$ cat config.mk
export PLATFORM = sky130hd
export DESIGN_NAME = knn_dataset_writer
export DESIGN_NICKNAME = d
export VERILOG_FILES = /design/src/rtl/knn_pkg.sv /design/src/rtl/knn_lfsr.sv /design/src/rtl/knn_dataset_writer.sv
export SDC_FILE = /design/constraint.sdc
export NUM_CORES = 1
export LEC_CHECK = 0
export ABC_CLOCK_PERIOD_IN_PS = 10800
export BUFFER_PORTS_ARGS = -buffer_cell sky130_fd_sc_hd__buf_2
export CAP_MARGIN = 20
export CORE_ASPECT_RATIO = 1.5
export CORE_MARGIN = 10
export CORE_UTILIZATION = 30
export CTS_BUF_LIST = sky130_fd_sc_hd__clkbuf_4 sky130_fd_sc_hd__clkbuf_8
export CTS_CLUSTER_DIAMETER = 60
export DETAILED_ROUTE_END_ITERATION = 10
export PLACE_DENSITY_LB_ADDON = 0.12
export SKIP_LAST_GASP = 1
export SYNTH_ARGS = -nofsm -noshare
export SYNTH_HDL_FRONTEND = slang
export SYNTH_HIERARCHICAL = 1
export SYNTH_SLANG_ARGS = --single-unit
$ cat constraint.sdc
create_clock -name clk -period 10.8 [get_ports clk]
set_input_delay 0.54 -clock clk [delete_from_list [all_inputs] [get_ports clk]]
set_output_delay 0.54 -clock clk [all_outputs]
set_load 0.01 [all_outputs]
$ cat src/rtl/knn_pkg.sv
// Shared types and helpers for the KNN dataset writer: FSM state encoding,
// default LFSR feedback taps and the total word count of one generated run.
package knn_pkg;

  typedef enum logic [2:0] {
    ST_IDLE,
    ST_GEN,
    ST_WRITE,
    ST_GAP,
    ST_DONE
  } state_t;

  localparam logic [6:0] DEFAULT_TAPS = 7'b1011100;

  function automatic int unsigned total_words(input int unsigned t_elems,
                                               input int unsigned i_elems,
                                               input int unsigned words_per_elem);
    return (t_elems + i_elems) * words_per_elem;
  endfunction

endpackage

$ cat src/rtl/knn_lfsr.sv
// XNOR-feedback Fibonacci LFSR that steps once per asserted advance and
// reloads SEED on synchronous active-low reset.
module knn_lfsr
  import knn_pkg::*;
#(
  parameter int unsigned        LFSR_W = 7,
  parameter logic [LFSR_W-1:0]  TAPS   = LFSR_W'(DEFAULT_TAPS),
  parameter logic [LFSR_W-1:0]  SEED   = LFSR_W'(1)
) (
  input  logic              clk,
  input  logic              rst,
  input  logic              advance,
  output logic [LFSR_W-1:0] value
);

  always_ff @(posedge clk) begin
    if (!rst) begin
      value <= SEED;
    end else if (advance) begin
      value <= {value[LFSR_W-2:0], ~^(value & TAPS)};
    end
  end

endmodule

$ cat src/rtl/knn_dataset_writer.sv
// Generates a pseudo-random labelled training set plus an unlabelled input set
// and writes it to SDRAM; afterwards the write port is handed to the client bus.
// Optional feature macro: KNN_DSGEN_CLASS_HIST_EN adds per-class label counters.
module knn_dataset_writer
  import knn_pkg::*;
#(
  parameter int unsigned       W              = 16,
  parameter int unsigned       ADDR_W         = 25,
  parameter int unsigned       WORDS_PER_ELEM = 60,
  parameter int unsigned       T_ELEMS        = 64,
  parameter int unsigned       I_ELEMS        = 10,
  parameter int unsigned       NUM_CLASSES    = 5,
  parameter int unsigned       FEAT_RANGE     = 100,
  parameter int unsigned       LFSR_W         = 7,
  parameter logic [LFSR_W-1:0] TAPS           = LFSR_W'(DEFAULT_TAPS),
  parameter logic [LFSR_W-1:0] SEED           = LFSR_W'(1),
  parameter logic [ADDR_W-1:0] BASE_T_ADDR    = '0,
  parameter logic [ADDR_W-1:0] BASE_I_ADDR    = ADDR_W'(1) << (ADDR_W-1),
  parameter int unsigned       ADDR_STRIDE    = W,
  parameter int unsigned       WR_GAP         = 8
) (
  input  logic              clk,
  input  logic              rst,
  input  logic              start_button,
  input  logic              write_waitrequest,
  input  logic              client_write,
  input  logic [ADDR_W-1:0] client_writeaddress,
  input  logic [W-1:0]      client_writedata,
  output logic              write,
  output logic [ADDR_W-1:0] writeaddress,
  output logic [W-1:0]      writedata,
  output logic              busy,
  output logic              done,
  output logic [31:0]       words_written
`ifdef KNN_DSGEN_CLASS_HIST_EN
  , output logic [NUM_CLASSES*16-1:0] class_hist
`endif
);

  localparam int unsigned TOTAL = total_words(T_ELEMS, I_ELEMS, WORDS_PER_ELEM);

  state_t              state, state_next;
  logic                sync1, sync2, sync2_d;
  logic                start_edge, pending, take_start;
  logic                write_r, busy_r, done_r;
  logic [ADDR_W-1:0]   addr_r;
  logic [W-1:0]        data_r, gen_data;
  logic [31:0]         elem_cnt, word_cnt, gap_cnt;
  logic [LFSR_W-1:0]   lfsr_value;
  logic [31:0]         lfsr_ext;
  logic                accept, last_word_in_elem, last_train_word, final_word;

  knn_lfsr #(
    .LFSR_W (LFSR_W),
    .TAPS   (TAPS),
    .SEED   (SEED)
  ) u_lfsr (
    .clk     (clk),
    .rst     (rst),
    .advance (state == ST_GEN),
    .value   (lfsr_value)
  );

  always_ff @(posedge clk) begin
    if (!rst) begin
      sync1   <= 1'b0;
      sync2   <= 1'b0;
      sync2_d <= 1'b0;
    end else begin
      sync1   <= start_button;
      sync2   <= sync1;
      sync2_d <= sync2;
    end
  end

  assign start_edge        = sync2 & ~sync2_d;
  assign accept            = (state == ST_WRITE) && !write_waitrequest;
  assign last_word_in_elem = (word_cnt == WORDS_PER_ELEM - 1);
  assign last_train_word   = last_word_in_elem && (elem_cnt == T_ELEMS - 1);
  assign final_word        = (words_written == TOTAL - 1);
  assign lfsr_ext          = 32'(lfsr_value);

  // A start is held back while the client drives a transfer so it is never cut short.
  always_ff @(posedge clk) begin
    if (!rst) begin
      pending <= 1'b0;
    end else if (take_start) begin
      pending <= 1'b0;
    end else if (start_edge && !busy_r) begin
      pending <= 1'b1;
    end
  end

  always_ff @(posedge clk) begin
    if (!rst) begin
      state <= ST_IDLE;
    end else begin
      state <= state_next;
    end
  end

  always_comb begin
    state_next = state;
    take_start = 1'b0;
    case (state)
      ST_IDLE: begin
        if ((start_edge || pending) && !(done_r && client_write)) begin
          take_start = 1'b1;
          state_next = ST_GEN;
        end
      end
      ST_GEN:   state_next = ST_WRITE;
      ST_WRITE: begin
        if (accept) begin
          if (final_word)       state_next = ST_DONE;
          else if (WR_GAP == 0) state_next = ST_GEN;
          else                  state_next = ST_GAP;
        end
      end
      ST_GAP: begin
        if (gap_cnt == WR_GAP - 1) state_next = ST_GEN;
      end
      ST_DONE:  state_next = ST_IDLE;
      default:  state_next = ST_IDLE;
    endcase
  end

  always_comb begin
    gen_data = '0;
    if (word_cnt != 0) begin
      gen_data = W'(lfsr_ext % FEAT_RANGE);
    end else if (elem_cnt < T_ELEMS) begin
      gen_data = W'((lfsr_ext % NUM_CLASSES) + 1);
    end
  end

  // The jump to the input-set base happens on the accept of the last training word.
  always_ff @(posedge clk) begin
    if (!rst) begin
      write_r       <= 1'b0;
      addr_r        <= '0;
      data_r        <= '0;
      busy_r        <= 1'b0;
      done_r        <= 1'b0;
      words_written <= '0;
      elem_cnt      <= '0;
      word_cnt      <= '0;
      gap_cnt       <= '0;
    end else begin
      if (take_start) begin
        busy_r        <= 1'b1;
        done_r        <= 1'b0;
        words_written <= '0;
        elem_cnt      <= '0;
        word_cnt      <= '0;
        addr_r        <= BASE_T_ADDR;
      end
      case (state)
        ST_GEN: begin
          data_r  <= gen_data;
          write_r <= 1'b1;
        end
        ST_WRITE: begin
          if (accept) begin
            write_r       <= 1'b0;
            words_written <= words_written + 32'd1;
            gap_cnt       <= '0;
            if (final_word) begin
              busy_r <= 1'b0;
              done_r <= 1'b1;
            end
            if (last_word_in_elem) begin
              word_cnt <= '0;
              elem_cnt <= elem_cnt + 32'd1;
            end else begin
              word_cnt <= word_cnt + 32'd1;
            end
            addr_r <= last_train_word ? BASE_I_ADDR : addr_r + ADDR_W'(ADDR_STRIDE);
          end
        end
        ST_GAP:  gap_cnt <= gap_cnt + 32'd1;
        default: ;
      endcase
    end
  end

`ifdef KNN_DSGEN_CLASS_HIST_EN
  logic [NUM_CLASSES-1:0][15:0] hist_q;

  always_ff @(posedge clk) begin
    if (!rst || take_start) begin
      hist_q <= '0;
    end else if (accept && word_cnt == 0 && elem_cnt < T_ELEMS) begin
      for (int c = 0; c < int'(NUM_CLASSES); c++) begin
        if (data_r == W'(c + 1) && hist_q[c] != 16'hFFFF) begin
          hist_q[c] <= hist_q[c] + 16'd1;
        end
      end
    end
  end

  assign class_hist = hist_q;
`endif

  assign write        = done_r ? client_write        : write_r;
  assign writeaddress = done_r ? client_writeaddress : addr_r;
  assign writedata    = done_r ? client_writedata    : data_r;
  assign busy         = busy_r;
  assign done         = done_r;

endmodule

==> impl_metrics.env <==
export IMPL_use_met2=0.2755
export IMPL_globalRouteMet3Util=0.02664
export IMPL_syn_num_nets=1478
export IMPL_ff2ff_setup_slack_ns=3.63
export IMPL_cts_resized_gates=0
export IMPL_maximum_root_to_sink_buffer_count=2
export IMPL_cp_max_fo=29
export IMPL_critical_path_endpoint_type="register"
export IMPL_grt_antenna_before_repair=1
export IMPL_yosysWarningCount=6
export IMPL_cp_data_arrival_time_ns=7.57
export IMPL_grt_use_total=0.1505
export IMPL_layout_nets=1559
export IMPL_cpPeakStageDelay_ns=0.82
export IMPL_drv_cap=0
export IMPL_drtIter0Drc=527
export IMPL_clock_root_buffer="sky130_fd_sc_hd__clkbuf_8"
export IMPL_buffer_ports_inserted=121
export IMPL_detailedPlacementHpwl_mm=24.19
export IMPL_placed_cells=1958
export IMPL_syn_avg_cell_area_um2=7.758
export IMPL_coreArea_um2=36050
export IMPL_fin_cells=1992
export IMPL_grt_total_ovfl=0
export IMPL_cts_buffers_inserted=17
export IMPL_asyncSetResetFlopFracSynth=0
export IMPL_clkSinkCount=186
export IMPL_synthesis_instances=1419
export IMPL_report_final_slew_viol_count=0
export IMPL_power_density_nw_per_um2=104.8
export IMPL_remaining_antenna_violation_count_after_routing=0
export IMPL_report_final_setup_viol=0
export IMPL_cp_start_kind="register"
export IMPL_maxSlewHeadroom=0.2755
export IMPL_first_pass_iters=5
export IMPL_first_global_vias=10617
export IMPL_hold_violations=0
export IMPL_cp_startpoint="u_lfsr/value[5]$_SDFFE_PN0P_"
export IMPL_post_cts_setup_buffer_count=0
export IMPL_cts_tree="yes"
export IMPL_r2r_start="u_lfsr/value[5]$_SDFFE_PN0P_"
export IMPL_worst_slew_pin_transition_ns=1.085
export IMPL_cts_reportedPaths_clkPinSlew_ns=0.11
export IMPL_layout_commonest_cell="sky130_fd_sc_hd__dfxtp_1"
export IMPL_worst_skew_pair_late_latency_ns=0.51
export IMPL_fp_dieW_um=176.4
export IMPL_leak_nw=4.529
export IMPL_worst_hold_margin_ns=0.2406
export IMPL_routed_wl_mm=34.12
export IMPL_start_util=0.3053
export IMPL_routedWlPerCell_um=17.13
export IMPL_layout_core_utilization=0.3458
export IMPL_synth_edff_count=0
export IMPL_synth_distinct_cells=89
export IMPL_worstReg2RegEnd="data_r[12]$_SDFFE_PN0P_"
export IMPL_grt_busiest_layer="met2"
export IMPL_timing_setup_tns_ns=0
export IMPL_min_delay_path_class="input pin to register"
export IMPL_layout_drive_gt1_share=0.1679
export IMPL_achievable_frequency_mhz=139.4
export IMPL_crit_type="register to register"
export IMPL_critical_path_cell_chain="buf_4 -> nor2_1 -> inv_1 -> ha_1 -> nor2b_2 -> o211ai_1 -> nand3_1 -> a41o_1 -> ha_1 -> nor2_1 -> nor4_1 -> o21ai_2 -> and4_4 -> xnor2_1 -> ha_1 -> nor2_1 -> or4_1 -> a211oi_2 -> mux2i_1 -> ha_1 -> nor2b_1 -> o31ai_1 -> o31ai_1 -> a21oi_1"
export IMPL_post_route_min_period_ns=7.175
export IMPL_final_cell_mix="sky130_fd_sc_hd__dfxtp_1 (185), sky130_fd_sc_hd__nor2_1 (167), sky130_fd_sc_hd__nand2_1 (130)"
export IMPL_critical_path_slowest_cell="sky130_fd_sc_hd__a211oi_2"
export IMPL_globalplace_congestion=0.8355
export IMPL_gr_usage_met1=0.1732
export IMPL_cts_htree_levels=4
export IMPL_dieArea_um2=44910
export IMPL_required_ns=11.19
export IMPL_unrepaired_setup_endpoints_after_global_routing="false"
export IMPL_drt_vias_per_instance=5.364
export IMPL_worst_ir_drop_vdd_mv=0.05557
export IMPL_ios=122
export IMPL_std_cell_rows=85
export IMPL_chipHeight_um=254.6
export IMPL_finClkSkew_ns=0.01609
export IMPL_crit_end="data_r[12]$_SDFFE_PN0P_"
export IMPL_route_detailed_drc=0
export IMPL_most_frequently_used_flop_master_after_synthesis="sky130_fd_sc_hd__dfxtp_1"
export IMPL_ys_seq_area_frac=0.3383
export IMPL_hold_bufs_inserted_after_cts=0
export IMPL_grt_pass1_wl_mm=55.77
export IMPL_run_status="finished, final reports clean"
export IMPL_worst_path_most_repeated_cell="sky130_fd_sc_hd__ha_1"
export IMPL_netlist_area_um2=11010
export IMPL_num_vias=10685
export IMPL_ff2ff_path_depth=24
export IMPL_syn_to_final_growth_pct=13.24
export IMPL_min_period_over_period=0.6643
export IMPL_grt_start_max_net_pins=72
export IMPL_synth_ff_latch_count=186
## registers in the layout (all words and copies together), names as in the netlist
signal and flops:
write_r 1, sync2_d 1, sync2 1, state 3, busy 1, data_r 16, elem_cnt 32, done 1
pending 1, sync1 1, addr_r 25, u_lfsr/value 7, words_written 32, gap_cnt 32, word_cnt 32
## how the worst min path moves through the flow
stage,from,endpoint,slack (ns),cells past startpoint
2_1_floorplan,sync1$_SDFF_PN0_,sync2$_SDFF_PN0_,0.41,1
4_1_cts,start_button,sync1$_SDFF_PN0_,0.20,2
3_3_place_gp,sync2$_SDFF_PN0_,sync2_d$_SDFF_PN0_,0.43,1
6_report,start_button,sync1$_SDFF_PN0_,0.24,2
3_5_place_dp,sync2$_SDFF_PN0_,sync2_d$_SDFF_PN0_,0.44,1
5_1_grt,start_button,sync1$_SDFF_PN0_,0.22,2
## critical path: cells and delay by family (launching register included)
| kind | cells | cell delay, ns |
|---|---|---|
| AND/OR/NAND/NOR | 9 | 2.38 |
| multiplexers | 1 | 0.29 |
| AO/OA/AOI/OAI | 7 | 2.31 |
| adder cells (fa/ha/maj) | 4 | 1.20 |
| buffers and inverters | 2 | 0.29 |
| flip-flops | 1 | 0.31 |
| XOR/XNOR | 1 | 0.27 |
## kinds of logic (layout without fill, tap and decap cells)
family                   Yosys count  after routing  share of synthesized area
AO/OA/AOI/OAI                    326            326                     0.1869
XOR/XNOR                          57             57                    0.04535
adder cells (fa/ha/maj)           14             14                    0.01580
buffers and inverters            105            199                    0.04046
flip-flops                       186            186                     0.3383
multiplexers                      67             67                    0.06683
other                              0              1                          0
AND/OR/NAND/NOR                  664            664                     0.3064
## final cells by class
cell class | count | area (um2)
fill | 3787 | 23590
multi-input combinational | 1128 | 6859
sequential | 186 | 3725
timing repair buffer | 138 | 745.7
tap | 478 | 598.1
clock buffer | 17 | 234.0
clock inverter | 15 | 191.4
inverter | 29 | 110.1
antenna | 1 | 2.502
## routing by layer
metal,share of wire,wire length [um]
met1,0.43,14840
met2,0.52,17660
met3,0.030,1027
met4,0.017,592
met5,0,0
## stage by stage
step	total power, mW	worst slack (ns)	instance area, um2
floorplan	0.7654	4.942	11010
global placement	0.7997	3.899	12020
detailed placement	0.8003	3.655	12020
CTS	1.330	3.639	12440
global route	1.363	2.937	12470
finish	1.307	3.625	12470
## report_power, final
group	internal (mW)	switching (mW)	leakage [nW]
Combinational	0.0280	0.0591	2.83
Sequential	0.691	0.00522	1.50
Clock	0.233	0.290	0.203
Total	0.952	0.355	4.53
## synthesized netlist by cell type, types with 27 or more instances
library cell / instances / area, um2
sky130_fd_sc_hd__dfxtp_1: 186 / 3724
sky130_fd_sc_hd__nor2_1: 168 / 630.6
sky130_fd_sc_hd__nand2_1: 131 / 491.7
sky130_fd_sc_hd__a21oi_1: 98 / 490.5
sky130_fd_sc_hd__o21ai_0: 84 / 420.4
sky130_fd_sc_hd__nand3_1: 78 / 390.4
sky130_fd_sc_hd__clkbuf_1: 60 / 225.2
sky130_fd_sc_hd__nor3_1: 49 / 245.2
sky130_fd_sc_hd__mux2_2: 48 / 540.5
sky130_fd_sc_hd__and3_1: 36 / 225.2
sky130_fd_sc_hd__nor4_1: 36 / 225.2
sky130_fd_sc_hd__xor2_1: 36 / 315.3
sky130_fd_sc_hd__nand4_1: 34 / 212.7
sky130_fd_sc_hd__inv_1: 29 / 108.9
sky130_fd_sc_hd__a311oi_1: 27 / 236.5
(Power assumes the default switching activity.)
